`config.mk`:
```
export PLATFORM = sky130hd
export DESIGN_NAME = mux32_read_arbiter
export DESIGN_NICKNAME = d
export VERILOG_FILES = /design/src/rtl/mux32_read_arbiter.sv
export SDC_FILE = /design/constraint.sdc
export NUM_CORES = 1
export LEC_CHECK = 0
export CORE_MARGIN = 4
export CORE_UTILIZATION = 35
export CTS_BUF_LIST = sky130_fd_sc_hd__clkbuf_4 sky130_fd_sc_hd__clkbuf_8
export CTS_CLUSTER_SIZE = 24
export DETAILED_ROUTE_END_ITERATION = 12
export PLACE_DENSITY = 0.72
export SYNTH_ARGS = -nofsm -noshare
export SYNTH_HDL_FRONTEND = slang
export SYNTH_SLANG_ARGS = --single-unit
export TNS_END_PERCENT = 30
```
`constraint.sdc`:
```
create_clock -name clk -period 3 [get_ports clk]
set_clock_uncertainty 0.05 [all_clocks]
set_input_delay 0.75 -clock clk [delete_from_list [all_inputs] [get_ports clk]]
set_output_delay 0.75 -clock clk [all_outputs]
set_load 0.01 [all_outputs]
```
`src/rtl/mux32_read_arbiter.sv`:
```
// Round-robin arbiter sharing one 32:1 register-file read mux among REQS requesters.
// Each granted select is registered onto the mux, and the word comes back on a tagged response.
module mux32_read_arbiter #(
  parameter int N    = 32,
  parameter int REQS = 4,
  parameter int IDW  = $clog2(REQS)
) (
  input  logic              clk,
  input  logic              rst,
  input  logic [REQS-1:0]   req_valid,
  input  logic [5*REQS-1:0] req_sel,
  output logic [REQS-1:0]   req_ready,
  output logic [4:0]        mux_s,
  input  logic [N-1:0]      mux_out,
  output logic              rsp_valid,
  output logic [IDW-1:0]    rsp_id,
  output logic [N-1:0]      rsp_data,
  input  logic              rsp_ready
);

  typedef enum logic [1:0] {
    IDLE = 2'd0,
    READ = 2'd1,
    RESP = 2'd2
  } state_t;

  state_t         state, state_next;
  logic [IDW-1:0] rr_ptr;
  logic [4:0]     sel_q;
  logic [IDW-1:0] id_q;

  logic           grant_found;
  logic [IDW-1:0] grant_idx;
  logic [IDW-1:0] cand;
  logic [IDW-1:0] ptr_next;
  logic           xfer;

  // Scan the requesters from rr_ptr upward with wrap. The first valid one found wins.
  // NOTE: every variable driven here gets a default first, so no path leaves it unassigned and no latch is inferred.
  always_comb begin
    grant_found = 1'b0;
    grant_idx   = '0;
    cand        = '0;
    for (int k = 0; k < REQS; k++) begin
      cand = IDW'((int'(rr_ptr) + k) % REQS);
      if (!grant_found && req_valid[cand]) begin
        grant_found = 1'b1;
        grant_idx   = cand;
      end
    end
  end

  assign ptr_next = (grant_idx == IDW'(REQS - 1)) ? '0 : grant_idx + IDW'(1);

  // rst gates the grant so that req_ready stays low while reset is held.
  assign xfer = rst && (state == IDLE) && grant_found;

  always_comb begin
    req_ready = '0;
    if (xfer) req_ready[grant_idx] = 1'b1;
  end

  always_comb begin
    state_next = state;
    unique case (state)
      IDLE:    if (xfer) state_next = READ;
      READ:    state_next = RESP;
      RESP:    if (rsp_ready) state_next = IDLE;
      default: state_next = IDLE;
    endcase
  end

  // NOTE: sequential state uses non-blocking assignments so every register samples pre-edge values.
  always_ff @(posedge clk) begin
    if (!rst) state <= IDLE;
    else      state <= state_next;
  end

  always_ff @(posedge clk) begin
    if (!rst) begin
      rr_ptr    <= '0;
      sel_q     <= '0;
      id_q      <= '0;
      rsp_valid <= 1'b0;
      rsp_id    <= '0;
      rsp_data  <= '0;
    end else begin
      if (xfer) begin
        sel_q  <= req_sel[5*grant_idx +: 5];
        id_q   <= grant_idx;
        rr_ptr <= ptr_next;
      end
      if (state == READ) begin
        rsp_data  <= mux_out;
        rsp_id    <= id_q;
        rsp_valid <= 1'b1;
      end else if (state == RESP && rsp_ready) begin
        rsp_valid <= 1'b0;
      end
    end
  end

  // The mux select comes only from a register, so it cannot glitch when req_sel changes.
  assign mux_s = sel_q;

endmodule

```
==> impl_metrics.toml, run 1 <==
[min_path]
hold_depth = 2
hold_start = "id_q[0]"
hold_end = "id_q[0]"
hp-class = "flip-flop to flip-flop"

[synth]
synth-edff-count = 0
yosysMostFrequentCell = "nand2_1"
synthTopCellsByArea = "dfxtp_1 47%, nand2_1 15%, a21boi_0 14%"
netlist_instances = 222
ys_ff_latch = 46
yosysTopAreaCellShare = 0.475
synth_area_um2 = 1940
ys_seq_area_frac = 0.475
synth_cell_type_count = 30
yosysTopAreaCell = "dfxtp_1"
synthTopCellsByCount = "75 x nand2_1, 46 x dfxtp_1, 35 x a21boi_0, 11 x clkbuf_1, 10 x mux2i_1"
async_flop_share = 0
syn_area_per_cell_um2 = 8.74
mappedNetlistNets = 282
yosys_warnings = 0
synthFlopType = "dfxtp_1"

[critical_path]
r2r_slack_ns = 1.31
startpoint_type = "input port"
critPathMaxFanout = 3
slowest_stage = "o32a_1"
cp_cell_sequence = "dlygate4sd2_1, nor2b_4, a21boi_1, o32a_1, ha_1, and2_1, buf_2"
slowest_delay_ns = 0.38
worstPathRequired_ns = 2.20
end_kind = "output port"
crit_type = "input port to output port"
worstReg2RegStart = "state[0]"
critPathArrivalTime_ns = 2.10
reg2reg_to = "rsp_data[5]"
ff2ff_path_depth = 4

[clock_tree]
htree_levels = 2
cts_tree = "built"
clk_pin_slew_ns = 0.08
cts_buffers = 5
cts-root-buf = "clkbuf_8"
clockBufferDepth = 2
clock_sinks = 46
cts_hold_buf = 0
clkLatencyLatePin_ns = 0.29

[placement]
post-place-ws_ns = -0.519
hpwl_mm = 3.64
place.gp.congestion = 0.716
io_buffer_count = 102

[layout]
drive_above_1_share = 0.0973
nets = 388
area_delta_synth_final_pct = 62.0
fillers = 481
diodes = 0

[floorplanning]
core.rowCount = 26
initial_core_util = 0.370
die_w_um = 82.4
dieArea_um2 = 6800
core_um2 = 5240
io_pins = 103
die_y_um = 82.4

[global_route]
grt_pass1_wl_mm = 7.58
track_usage = 0.144
grt_overflow = 0
antenna_found_initial = 0
grt_pass1_vias = 1766
grt_max_degree = 46

[sta]
setup_viol = 0
setup_ws_ns = 0.100
finalMaxSlewViolations = 0
rsz0062_at_grt = "no"
worstMarginPinSlew_ns = 0.672
setup_tns_ns = 0
finalHoldViolations = 0
period_share = 0.967
max_freq_ghz = 0.345
min_period_ns = 2.90
maxSlewHeadroom = 0.550

[outcome]
status = "completed"

[routing]
drtAntennaViolNets = 0
drcViolationCount = 0
wl_mm = 4.96
vias_per_cell = 4.59
via_count = 1831
wl_per_cell_um = 12.4
drt_iter0_drc = 60
first_pass_iters = 4

[pwr]
powerDensity_nw_per_um2 = 508
vdd_drop_max_v = 0.000274
p_leak_nw = 1.21

[job]
max_cap_violations = 0
==> critical path: cells and delay by family <==
family,cells,cell delay [ns]
fa+ha+maj,1,0.18
compound gates,2,0.50
buf+inv,2,0.39
simple gates,2,0.27
==> power breakdown <==
part | internal [mW] | switching (mW)
registers | 0.678 | 0.0366
logic | 0.268 | 0.199
clock network | 0.211 | 0.206
==> flip-flops by register name, indices dropped and copies added, names as in the netlist <==
signal / flops
id_q: 2
mux_s: 5
rr_ptr: 2
rsp_data: 32
rsp_id: 2
rsp_valid: 1
state: 2
==> routing by layer <==
layer,GRT usage,up-vias,part of all wire
met4,0.0399,0,0.0061
li1,-,949,-
met3,0.0705,4,0.13
met2,0.245,74,0.46
met5,0,-,0
met1,0.159,804,0.41
==> placed cells by master (no fill, tap or decap), types with 4 or more instances in the layout <==
| cell type | n |
|---|---|
| clkdlybuf4s50_1 | 94 |
| nand2_1 | 75 |
| dfxtp_1 | 46 |
| a21boi_0 | 35 |
| buf_4 | 13 |
| mux2i_1 | 10 |
| nand3_1 | 8 |
| clkbuf_8 | 7 |
| o221ai_1 | 5 |
| nor2_1 | 4 |
| dlygate4sd2_1 | 4 |
| buf_2 | 4 |
==> cells by family after synthesis <==
logic type      after synthesis  synth area share
fa+ha+maj                     1           0.00645
flops                        46             0.475
simple gates                 98             0.221
buf+inv                      19            0.0568
mux                          10            0.0516
compound gates               48             0.190
==> worst max-delay path by stage <==
| stage | start | end | slack [ns] | cells after the start |
|---|---|---|---|---|
| global placement | req_valid[2] | req_ready[2] | -0.43 | 7 |
| finish | req_valid[2] | req_ready[3] | 0.10 | 7 |
| CTS | req_valid[2] | req_ready[3] | 0.10 | 7 |
| global route | req_valid[2] | req_ready[3] | 0.05 | 7 |
| detailed placement | req_valid[2] | req_ready[0] | -0.52 | 7 |
| floorplan | req_valid[2] | req_ready[3] | 0.34 | 7 |
==> per-stage QoR <==
stage / hold WS (ns) / cell area (µm²) / util / total power, mW / cells
after floorplan: 0.384 / 1940 / - / 0.968 / 222
after global placement: 0.396 / 3050 / 0.582 / 1.20 / 390
after detailed placement: 0.399 / 3050 / 0.582 / 1.21 / 390
after CTS: 0.413 / 3140 / 0.600 / 1.63 / 399
after global routing: 0.433 / 3140 / 0.600 / 1.69 / 399
final: 0.410 / 3140 / 0.600 / 1.60 / 399
==> layout make-up <==
class,count,area [µm²],area share
Timing Repair Buffer,115,1090,0.348
Multi-Input combinational cell,157,918,0.292
Clock inverter,1,8.76,0.00279
Clock buffer,7,96.3,0.0307
Tap cell,70,87.6,0.0279
Inverter,3,16.3,0.00518
Sequential cell,46,921,0.293
==> what timing repair did <==
action                     in CTS  in global routing
setup buffers                   1                  0
gates resized for setup        22                  0
setup endpoints to repair       4                  0
Note: power is estimated with default switching activity, not from simulation.
==> run 2, diff against run 1 <==
PLACE_DENSITY = 0.75   (was 0.72)
==> impl_metrics.toml, run 2 (same netlist as run 1, synthesis figures left out) <==
[outcome]
status = "completed"

[clock_tree]
clockBufferDepth = 2
clkLatencyLatePin_ns = 0.29
cts_tree = "built"
htree_levels = 2
clk_pin_slew_ns = 0.08
cts_hold_buf = 0
clock_sinks = 46
cts-root-buf = "clkbuf_8"
cts_buffers = 5

[pwr]
power_frac_seq = 0.455
power_frac_clock = 0.250
powerDensity_nw_per_um2 = 504
p_leak_nw = 1.20
vdd_drop_max_v = 0.000223
power.internal_mw = 1.14
p_total_mw = 1.58
p_switching_uw = 437
p_comb_frac = 0.296
switching_share = 0.277

[critical_path]
worstReg2RegStart = "rr_ptr[1]"
startpoint_type = "input port"
cp_cell_sequence = "dlygate4sd2_1, nor2b_1, a21boi_1, o32a_1, ha_1, and2_1, buf_2"
slowest_stage = "o32a_1"
critPathMaxFanout = 3
crit_type = "input port to output port"
worstPathRequired_ns = 2.20
critPathArrivalTime_ns = 2.12
worstSetupStartpoint = "req_valid[2]"
slowest_delay_ns = 0.40
end_kind = "output port"

[routing]
drt_iter0_drc = 54
vias_per_cell = 4.62
wl_per_cell_um = 12.3
via_count = 1844
wl_mm = 4.92
wl_met2_mm = 2.16
drcViolationCount = 0
drtAntennaViolNets = 0
first_pass_iters = 5
wl_met3_um = 654
highest_layer = "met4"
wl_met1_mm = 2.04

[global_route]
grt_pass1_vias = 1750
grt_overflow = 0
grt_max_degree = 46
track_usage = 0.148
antenna_found_initial = 0
grt_pass1_wl_mm = 7.75

[placement]
io_buffer_count = 102
hpwl_mm = 3.57
place.gp.congestion = 0.756

[layout]
final_cell_mix = "94 x clkdlybuf4s50_1, 75 x nand2_1, 46 x dfxtp_1"
diodes = 0
area_delta_synth_final_pct = 61.3
drive_above_1_share = 0.0942
nets = 388
final_common_cell = "clkdlybuf4s50_1"
largest_reg_flops = 32
top_register = "rsp_data"

[floorplanning]
dieArea_um2 = 6800
initial_core_util = 0.370
io_pins = 103
die_w_um = 82.4
die_y_um = 82.4
core_um2 = 5240
core.rowCount = 26

[sta]
rsz0062_at_grt = "no"
worstMarginPinSlew_ns = 0.614
min_period_ns = 2.92
period_share = 0.974
finalMaxSlewViolations = 0
maxSlewHeadroom = 0.589
max_freq_ghz = 0.342
setup_viol = 0
hold-worst-slack_ns = 0.407
finalHoldViolations = 0

[min_path]
hold_start = "id_q[0]"
hp-class = "flip-flop to flip-flop"

[job]
max_cap_violations = 0
run 2: path summary, 6_finish.rpt:
path	endpoint	slack, ns	cells after the start
min reg2reg	id_q[0]	0.41	2
min	id_q[0]	0.41	2
max reg2reg	mux_s[0]	1.29	6
max	req_ready[3]	0.08	7
run 2: layer usage:
metal,track usage,up-vias
met3,0.0770,6
met1,0.161,809
li1,-,949
met4,0.0449,0
met2,0.248,80
met5,0,-
run 2: what timing repair did:
| action | in CTS | in global routing |
|---|---|---|
| pin swaps | 3 | 1 |
| gates resized for setup | 17 | 2 |
| setup endpoints to repair | 4 | 4 |
| buffers inserted | 1 | 0 |
run 2: per-stage QoR:
stage	setup TNS, ns	setup slack [ns]	util	cells	cell area [µm²]
floorplan	0	0.340	-	222	1940
global placement	-1.62	-0.434	0.582	390	3050
detailed placement	-1.70	-0.441	0.582	390	3050
CTS	0	0.00740	0.598	399	3130
global route	0	0.0173	0.597	399	3130
finish	0	0.0771	0.597	399	3130
run 2: critical path: cells and delay by family:
| family | cells | cell delay, ns |
|---|---|---|
| and+or+nand+nor | 2 | 0.28 |
| AOI/OAI and AO/OA | 2 | 0.53 |
| adders and majority gates | 1 | 0.19 |
| buffers and inverters | 2 | 0.39 |
run 2: power by group through the flow:
| stage | registers [mW] | logic, mW | clock network (mW) |
|---|---|---|---|
| finish | 0.717 | 0.466 | 0.394 |
| global route | 0.727 | 0.516 | 0.433 |
| CTS | 0.717 | 0.474 | 0.410 |
| detailed placement | 0.731 | 0.475 | 0 |
| global placement | 0.729 | 0.472 | 0 |
| floorplan | 0.751 | 0.217 | 0 |
run 2: cell type report:
cell class	instances	area, µm²
Sequential cell	46	921
Clock inverter	1	5.00
Fill cell	509	2110
Multi-Input combinational cell	157	911
Inverter	3	16.3
Clock buffer	7	90.1
Timing Repair Buffer	115	1100
Tap cell	70	87.6
==> run 3, diff against run 2 <==
CAP_MARGIN = 25   (was not set)
==> results of run 3 <==
The final DEF is identical to that of run 2; final timing and power are the same.
